`src/rtl/dffram_march_bist_if.sv`:
```
// Single-port DFFRAM port bundle (EN0/WE0/A0/Di0/Do0).
// master drives the request and receives read data. slave is the RAM-facing side.
interface dffram_march_bist_if #(
    parameter int unsigned WSIZE  = 4,
    parameter int unsigned AWIDTH = 8
);
    localparam int unsigned DW = WSIZE * 8;

    logic              EN0;
    logic [WSIZE-1:0]  WE0;
    logic [AWIDTH-1:0] A0;
    logic [DW-1:0]     Di0;
    logic [DW-1:0]     Do0;

    modport master (output EN0, output WE0, output A0, output Di0, input Do0);
    modport slave  (input EN0, input WE0, input A0, input Di0, output Do0);
endinterface

```
`src/rtl/dffram_march_bist.sv`:
```
// March C- BIST controller owning port 0 of a DFFRAM.
// While idle, the functional requester passes straight through to the RAM.
// A start pulse runs the march with 0/all-ones backgrounds. Reads are checked
// RD_LAT edges after the RAM samples them.
module dffram_march_bist #(
    parameter int unsigned WSIZE  = 4,
    parameter int unsigned BANKS  = 16,
    parameter int unsigned RD_LAT = 1,
    parameter int unsigned ERR_W  = 8,
    localparam int unsigned DW     = WSIZE * 8,
    localparam int unsigned AWIDTH = $clog2(BANKS) + 4
) (
    input  logic                 CLK,
    input  logic                 RST_N,
    input  logic                 start,
    output logic                 busy,
    output logic                 done,
    output logic                 pass,
    output logic [ERR_W-1:0]     err_cnt,
    output logic [AWIDTH-1:0]    fail_addr,
    output logic [DW-1:0]        fail_data,
    output logic [DW-1:0]        fail_exp,
    dffram_march_bist_if.slave   sys,
    dffram_march_bist_if.master  ram
);

    typedef enum logic [3:0] {
        StIdle, StE0, StE1, StE2, StE3, StE4, StE5, StDrain, StDone
    } state_e;

    localparam logic [AWIDTH-1:0] ADDR_MAX = '1;

    state_e            state_q;
    logic [AWIDTH-1:0] addr_q;   // march address, reused as the drain counter
    logic              phase_q;  // r/w elements: 0 = read slot, 1 = write slot
    logic              busy_q;
    logic              done_q;

    logic start_acc;
    logic op_rd;   // current BIST op is a read
    logic op_bg;   // background bit: write value, or expected value for a read
    logic op_en;

    assign start_acc = start && ((state_q == StIdle) || (state_q == StDone));
    assign op_en     = busy_q && (state_q != StDrain);

    // Decode the current op of the active march element.
    always_comb begin
        op_rd = 1'b0;
        op_bg = 1'b0;
        case (state_q)
            StE1, StE3: begin  // (r0,w1)
                op_rd = !phase_q;
                op_bg = phase_q;
            end
            StE2, StE4: begin  // (r1,w0)
                op_rd = !phase_q;
                op_bg = !phase_q;
            end
            StE5:    op_rd = 1'b1;
            default: ;
        endcase
    end

    // Sequencer: element order, address direction, read/write slot and drain.
    always_ff @(posedge CLK or negedge RST_N) begin
        if (!RST_N) begin
            state_q <= StIdle;
            addr_q  <= '0;
            phase_q <= 1'b0;
            busy_q  <= 1'b0;
            done_q  <= 1'b0;
        end else begin
            case (state_q)
                StIdle, StDone: begin
                    if (start) begin
                        state_q <= StE0;
                        addr_q  <= '0;
                        phase_q <= 1'b0;
                        busy_q  <= 1'b1;
                        done_q  <= 1'b0;
                    end
                end
                StE0: begin
                    if (addr_q == ADDR_MAX) begin
                        state_q <= StE1;
                        addr_q  <= '0;
                    end else begin
                        addr_q <= addr_q + 1'b1;
                    end
                end
                StE1, StE2: begin
                    phase_q <= !phase_q;
                    if (phase_q) begin
                        if (addr_q != ADDR_MAX) begin
                            addr_q <= addr_q + 1'b1;
                        end else if (state_q == StE1) begin
                            state_q <= StE2;
                            addr_q  <= '0;
                        end else begin
                            state_q <= StE3;
                            addr_q  <= ADDR_MAX;
                        end
                    end
                end
                StE3, StE4: begin
                    phase_q <= !phase_q;
                    if (phase_q) begin
                        if (addr_q != '0) begin
                            addr_q <= addr_q - 1'b1;
                        end else if (state_q == StE3) begin
                            state_q <= StE4;
                            addr_q  <= ADDR_MAX;
                        end else begin
                            state_q <= StE5;
                            addr_q  <= '0;
                        end
                    end
                end
                StE5: begin
                    if (addr_q == ADDR_MAX) begin
                        state_q <= StDrain;
                        addr_q  <= '0;
                    end else begin
                        addr_q <= addr_q + 1'b1;
                    end
                end
                StDrain: begin
                    // Holds until the final read has been compared.
                    if (addr_q == AWIDTH'(RD_LAT)) begin
                        state_q <= StDone;
                        busy_q  <= 1'b0;
                        done_q  <= 1'b1;
                    end else begin
                        addr_q <= addr_q + 1'b1;
                    end
                end
                default: state_q <= StIdle;
            endcase
        end
    end

    // Compare pipeline: stage RD_LAT-1 lines up with Do0 of the read it tracks.
    logic [RD_LAT-1:0]             pv_q;
    logic [RD_LAT-1:0]             pb_q;
    logic [RD_LAT-1:0][AWIDTH-1:0] pa_q;
    logic [ERR_W-1:0]              err_q;
    logic [DW-1:0]                 cmp_exp;
    logic                          mismatch;

    assign cmp_exp  = {DW{pb_q[RD_LAT-1]}};
    // Case inequality so that X/Z on Do0 is reported as a failure.
    assign mismatch = pv_q[RD_LAT-1] && (ram.Do0 !== cmp_exp);

    // Track outstanding reads, count mismatches and latch the first one.
    always_ff @(posedge CLK or negedge RST_N) begin
        if (!RST_N) begin
            pv_q      <= '0;
            pb_q      <= '0;
            pa_q      <= '0;
            err_q     <= '0;
            fail_addr <= '0;
            fail_data <= '0;
            fail_exp  <= '0;
        end else if (start_acc) begin
            pv_q      <= '0;
            err_q     <= '0;
            fail_addr <= '0;
            fail_data <= '0;
            fail_exp  <= '0;
        end else begin
            pv_q[0] <= op_rd;
            pb_q[0] <= op_bg;
            pa_q[0] <= addr_q;
            for (int i = 1; i < int'(RD_LAT); i++) begin
                pv_q[i] <= pv_q[i-1];
                pb_q[i] <= pb_q[i-1];
                pa_q[i] <= pa_q[i-1];
            end
            if (mismatch) begin
                if (err_q != '1) begin
                    err_q <= err_q + 1'b1;
                end
                if (err_q == '0) begin
                    fail_addr <= pa_q[RD_LAT-1];
                    fail_data <= ram.Do0;
                    fail_exp  <= cmp_exp;
                end
            end
        end
    end

    assign busy    = busy_q;
    assign done    = done_q;
    assign err_cnt = err_q;
    assign pass    = done_q && (err_q == '0);

    // Port 0 mux: the BIST owns the RAM only while busy.
    assign ram.EN0 = busy_q ? op_en : sys.EN0;
    assign ram.WE0 = busy_q ? ((op_en && !op_rd) ? {WSIZE{1'b1}} : {WSIZE{1'b0}}) : sys.WE0;
    assign ram.A0  = busy_q ? addr_q : sys.A0;
    assign ram.Di0 = busy_q ? {DW{op_bg}} : sys.Di0;
    assign sys.Do0 = ram.Do0;

endmodule

```
`src/flat_wrapper.sv`:
```
// flat-port wrapper written by rule: the top's interface ports become plain ports
module dffram_march_bist_flat 
#(
    parameter int unsigned WSIZE  = 4,
    parameter int unsigned BANKS  = 16,
    parameter int unsigned RD_LAT = 1,
    parameter int unsigned ERR_W  = 8,
    localparam int unsigned DW     = WSIZE * 8,
    localparam int unsigned AWIDTH = $clog2(BANKS) + 4
)
  (CLK, RST_N, start, busy, done, pass, err_cnt, fail_addr, fail_data, fail_exp, sys_EN0, sys_WE0, sys_A0, sys_Di0, sys_Do0, ram_EN0, ram_WE0, ram_A0, ram_Di0, ram_Do0);
  dffram_march_bist_if #(.WSIZE(WSIZE), .AWIDTH(8)) sys_i ();
  dffram_march_bist_if #(.WSIZE(WSIZE), .AWIDTH(8)) ram_i ();
  input  logic CLK;
  input  logic RST_N;
  input  logic start;
  output logic busy;
  output logic done;
  output logic pass;
  output logic [ERR_W-1:0] err_cnt;
  output logic [AWIDTH-1:0] fail_addr;
  output logic [DW-1:0] fail_data;
  output logic [DW-1:0] fail_exp;
  input wire logic [$bits(sys_i.EN0)-1:0] sys_EN0;
  input wire logic [$bits(sys_i.WE0)-1:0] sys_WE0;
  input wire logic [$bits(sys_i.A0)-1:0] sys_A0;
  input wire logic [$bits(sys_i.Di0)-1:0] sys_Di0;
  output wire logic [$bits(sys_i.Do0)-1:0] sys_Do0;
  output wire logic [$bits(ram_i.EN0)-1:0] ram_EN0;
  output wire logic [$bits(ram_i.WE0)-1:0] ram_WE0;
  output wire logic [$bits(ram_i.A0)-1:0] ram_A0;
  output wire logic [$bits(ram_i.Di0)-1:0] ram_Di0;
  input wire logic [$bits(ram_i.Do0)-1:0] ram_Do0;
  assign sys_i.EN0 = sys_EN0;
  assign sys_i.WE0 = sys_WE0;
  assign sys_i.A0 = sys_A0;
  assign sys_i.Di0 = sys_Di0;
  assign sys_Do0 = sys_i.Do0;
  assign ram_EN0 = ram_i.EN0;
  assign ram_WE0 = ram_i.WE0;
  assign ram_A0 = ram_i.A0;
  assign ram_Di0 = ram_i.Di0;
  assign ram_i.Do0 = ram_Do0;
  dffram_march_bist #(.WSIZE(WSIZE), .BANKS(BANKS), .RD_LAT(RD_LAT), .ERR_W(ERR_W)) u_core (.CLK(CLK), .RST_N(RST_N), .start(start), .busy(busy), .done(done), .pass(pass), .err_cnt(err_cnt), .fail_addr(fail_addr), .fail_data(fail_data), .fail_exp(fail_exp), .sys(sys_i), .ram(ram_i));
endmodule
```
`config.mk`:
```
export PLATFORM = sky130hd
export DESIGN_NAME = dffram_march_bist_flat
export DESIGN_NICKNAME = d
export VERILOG_FILES = /design/src/rtl/dffram_march_bist_if.sv /design/src/rtl/dffram_march_bist.sv /design/src/flat_wrapper.sv
export SDC_FILE = /design/constraint.sdc
export NUM_CORES = 1
export LEC_CHECK = 0
export CELL_PAD_IN_SITES_DETAIL_PLACEMENT = 0
export CELL_PAD_IN_SITES_GLOBAL_PLACEMENT = 2
export CORE_UTILIZATION = 24
export DETAILED_ROUTE_END_ITERATION = 6
export PLACE_DENSITY_LB_ADDON = 0.1
export SYNTH_ARGS = -nofsm -noshare
export SYNTH_HDL_FRONTEND = slang
export SYNTH_SLANG_ARGS = --single-unit
```
`constraint.sdc`:
```
create_clock -name CLK -period 5.6 [get_ports CLK]
set_input_delay 0.56 -clock CLK [delete_from_list [all_inputs] [get_ports CLK]]
set_output_delay 0.56 -clock CLK [all_outputs]
set_load 0.03 [all_outputs]
```
==> flow_summary.toml <==
[run_status]
outcome = "completed"

[critical_path]
end_kind = "primary output"
worstSetupPathType = "register to primary output"
timing.rr.start = "u_core.err_cnt[0]"
crit_required_ns = 5.04
cp.arrival_ns = 3.11
start_kind = "register"
startpoint = "u_core.state_q[1]"
crit_path_max_fanout = 32
reg2reg_slack_ns = 2.65
worstReg2RegEnd = "u_core.fail_data[7]"
ff2ff_path_depth = 8

[flow_run]
max-cap-violations = 0

[clocking]
root_buffer = "clkbuf_16"
clkTransAtPathRegs_ns = 0.06
cts-hold-fix-buffers = 0
cts.path.max_buffers = 2
clk_latency_ns = 0.35
cts_resized = 0
cts_buffers = 9
cts_sinks = 74
htree_num_levels = 3
cts_tree = "yes"
post_cts_buffers = 0

[synthesis]
ys_seq_elements = 74
synthTopCellsByCount = "74 x dfrtp_1, 63 x buf_4, 57 x o21ai_0"
synth_cells = 567
yosys_warnings = 0
synth_edf_count = 0
synth_top_area_cell = "dfrtp_1"
synth_top_area_share = 0.388
ys.flop_type = "dfrtp_1"
syn_avg_cell_area_um2 = 8.41
synthTopCellsByArea = "dfrtp_1 39%, buf_4 9.9%, mux2i_1 9.0%, o21ai_0 6.0%, nor2_1 4.2%"
syn_nets = 652
synth.yosys.seq_area_share = 0.388
synth_cell_types = 45
async_flop_share = 1.00
yosysMostFrequentCell = "dfrtp_1"
syn-cell-area_um2 = 4770

[die]
coreArea_um2 = 19500
die_w_um = 143
start_util = 0.245
die_h_um = 143
pin_count = 240
std_cell_rows = 51
dieArea_um2 = 20400

[sta]
min_period_ns = 3.67
finalMaxSlewViolations = 0
timing.hold.ws_ns = 0.349
hold_violations = 0
rsz0062_at_grt = "no"
setup_tns_ns = 0
max_slew_margin = 0.288
setup_viol = 0
skew_ns = 0.00723
tightest_slew_ns = 1.06
fmax_mhz = 273
fin_crit_sh = 0.655

[global_route]
gr-usage-all-layers = 0.149
gr-total-overflow = 0
grt_start_max_net_pins = 75
grt_pass1_vias = 4345
grt_pass1_wl_mm = 23.4
antenna_found_initial = 0

[cells_and_area]
stdcell_count = 994
drive_gt1_frac = 0.0453
syn_to_final_growth_pct = 51.7
fillCellCount = 1994
nNetsFinal = 809
antennaDiodeCount = 0

[place]
dp_hpwl_mm = 10.9
port_buffers = 239
routabilityCongestion = 0.790
place_inst = 978

[power_and_ir_drop]
switching_share = 0.490
p_leak_nw = 3.30
pwr-share-comb = 0.644
p_seq_frac = 0.217
pwr_density_cell_nw_per_um2 = 656
peakVddDrop_mv = 0.339
switchingPower_mw = 2.32
p_int_mw = 2.42
clkPwrFrac = 0.139

[drt]
drc = 0
totalWireLength_mm = 14.9
wl_per_cell_um = 15.0
drt_iter0_markers = 205
viasPerCell = 4.50
postRouteAntennaNets = 0
num_vias = 4474
dr.pass1.iters = 4

[worst_hold_path]
hold_path.class = "input pin to asynchronous set/reset pin"
metrics by stage:
| step | total power [mW] | utilization | instance area, um^2 | worst slack, ns |
|---|---|---|---|---|
| floorplan | 2.98 | - | 4770 | 3.29 |
| global placement | 4.12 | 0.354 | 6900 | 1.62 |
| detailed placement | 4.12 | 0.354 | 6900 | 1.53 |
| CTS | 4.81 | 0.371 | 7230 | 1.90 |
| global route | 5.06 | 0.371 | 7230 | 1.51 |
| finish | 4.74 | 0.371 | 7230 | 1.93 |
cells in the final DEF, fill, tap and decap left out, types with 4 or more instances in the layout:
cell type | netlist | layout
clkdlybuf4s50_1 | 0 | 238
dfrtp_1 | 74 | 74
o21ai_0 | 57 | 57
nor2_1 | 53 | 53
inv_1 | 44 | 44
mux2i_1 | 43 | 43
nand2_1 | 42 | 42
a21oi_1 | 19 | 19
nor3_1 | 19 | 19
nand3_1 | 14 | 14
or3_1 | 13 | 13
nand4_1 | 9 | 9
o21ai_1 | 9 | 9
clkbuf_16 | 0 | 9
mux2_2 | 8 | 8
nor4_1 | 8 | 8
and3_1 | 7 | 7
o22ai_1 | 5 | 5
ha_1 | 5 | 5
buf_4 | 63 | 5
xor2_1 | 4 | 4
or4_1 | 4 | 4
area by class of cell:
class | count | area, um^2 | share of cell area
tap | 265 | 332 | 0.0459
sequential | 74 | 1850 | 0.256
clock inverter | 6 | 95.1 | 0.0132
inverter | 44 | 165 | 0.0228
timing repair buffer | 243 | 2420 | 0.335
clock buffer | 10 | 239 | 0.0331
multi-input combinational | 352 | 2130 | 0.294
state kept, by name, summed over array words and instances (netlist names):
| register | count |
|---|---|
| u_core.phase_q | 1 |
| u_core.err_cnt | 8 |
| u_core.state_q | 4 |
| u_core.pv_q | 1 |
| u_core.pb_q | 1 |
| u_core.done | 1 |
| u_core.fail_data | 32 |
| u_core.pa_q | 8 |
| u_core.fail_exp | 1 |
| u_core.busy | 1 |
| u_core.addr_q | 8 |
| u_core.fail_addr | 8 |
worst max-delay path by stage:
stage | endpoint | slack [ns] | depth (start not counted)
2_1_floorplan | pass | 3.29 | 5
3_3_place_gp | u_core.fail_addr[4] | 1.62 | 8
3_5_place_dp | u_core.fail_addr[5] | 1.53 | 8
4_1_cts | ram_Di0[24] | 1.90 | 6
5_1_grt | ram_Di0[31] | 1.51 | 6
6_report | ram_Di0[24] | 1.93 | 6
worst max-delay path: stages (launching register included):
cell and delay (ns):
dfrtp_1 0.65, xor2_1 0.22, nand2b_1 0.13, nor2_1 0.19, nand2_1 0.55, o21ai_0 0.27
clkdlybuf4s50_1 0.74
power groups by stage:
stage / registers [mW] / clock network, mW / logic (mW)
after detailed placement: 1.05 / 0 / 3.08
after global placement: 1.04 / 0 / 3.07
after global routing: 1.08 / 0.702 / 3.28
after CTS: 1.04 / 0.678 / 3.09
after floorplan: 1.24 / 0 / 1.74
final: 1.03 / 0.657 / 3.05
cell families after synthesis:
family,count (synthesis),share of synthesized area
XOR/XNOR,6,0.0110
AND/OR/NAND/NOR,184,0.186
AO/OA/AOI/OAI,106,0.124
buffers and inverters,141,0.167
flip-flops,74,0.388
multiplexers,51,0.109
adder cells (fa/ha/maj),5,0.0131
per-layer routing:
layer  GRT usage  wire (um)  up-vias
li1            -          -     2196
met1       0.186       6540     2074
met5           0          0        -
met4      0.0492        215        0
met3      0.0402       1170       16
met2       0.247       7020      188
(Power assumes the default switching activity.)
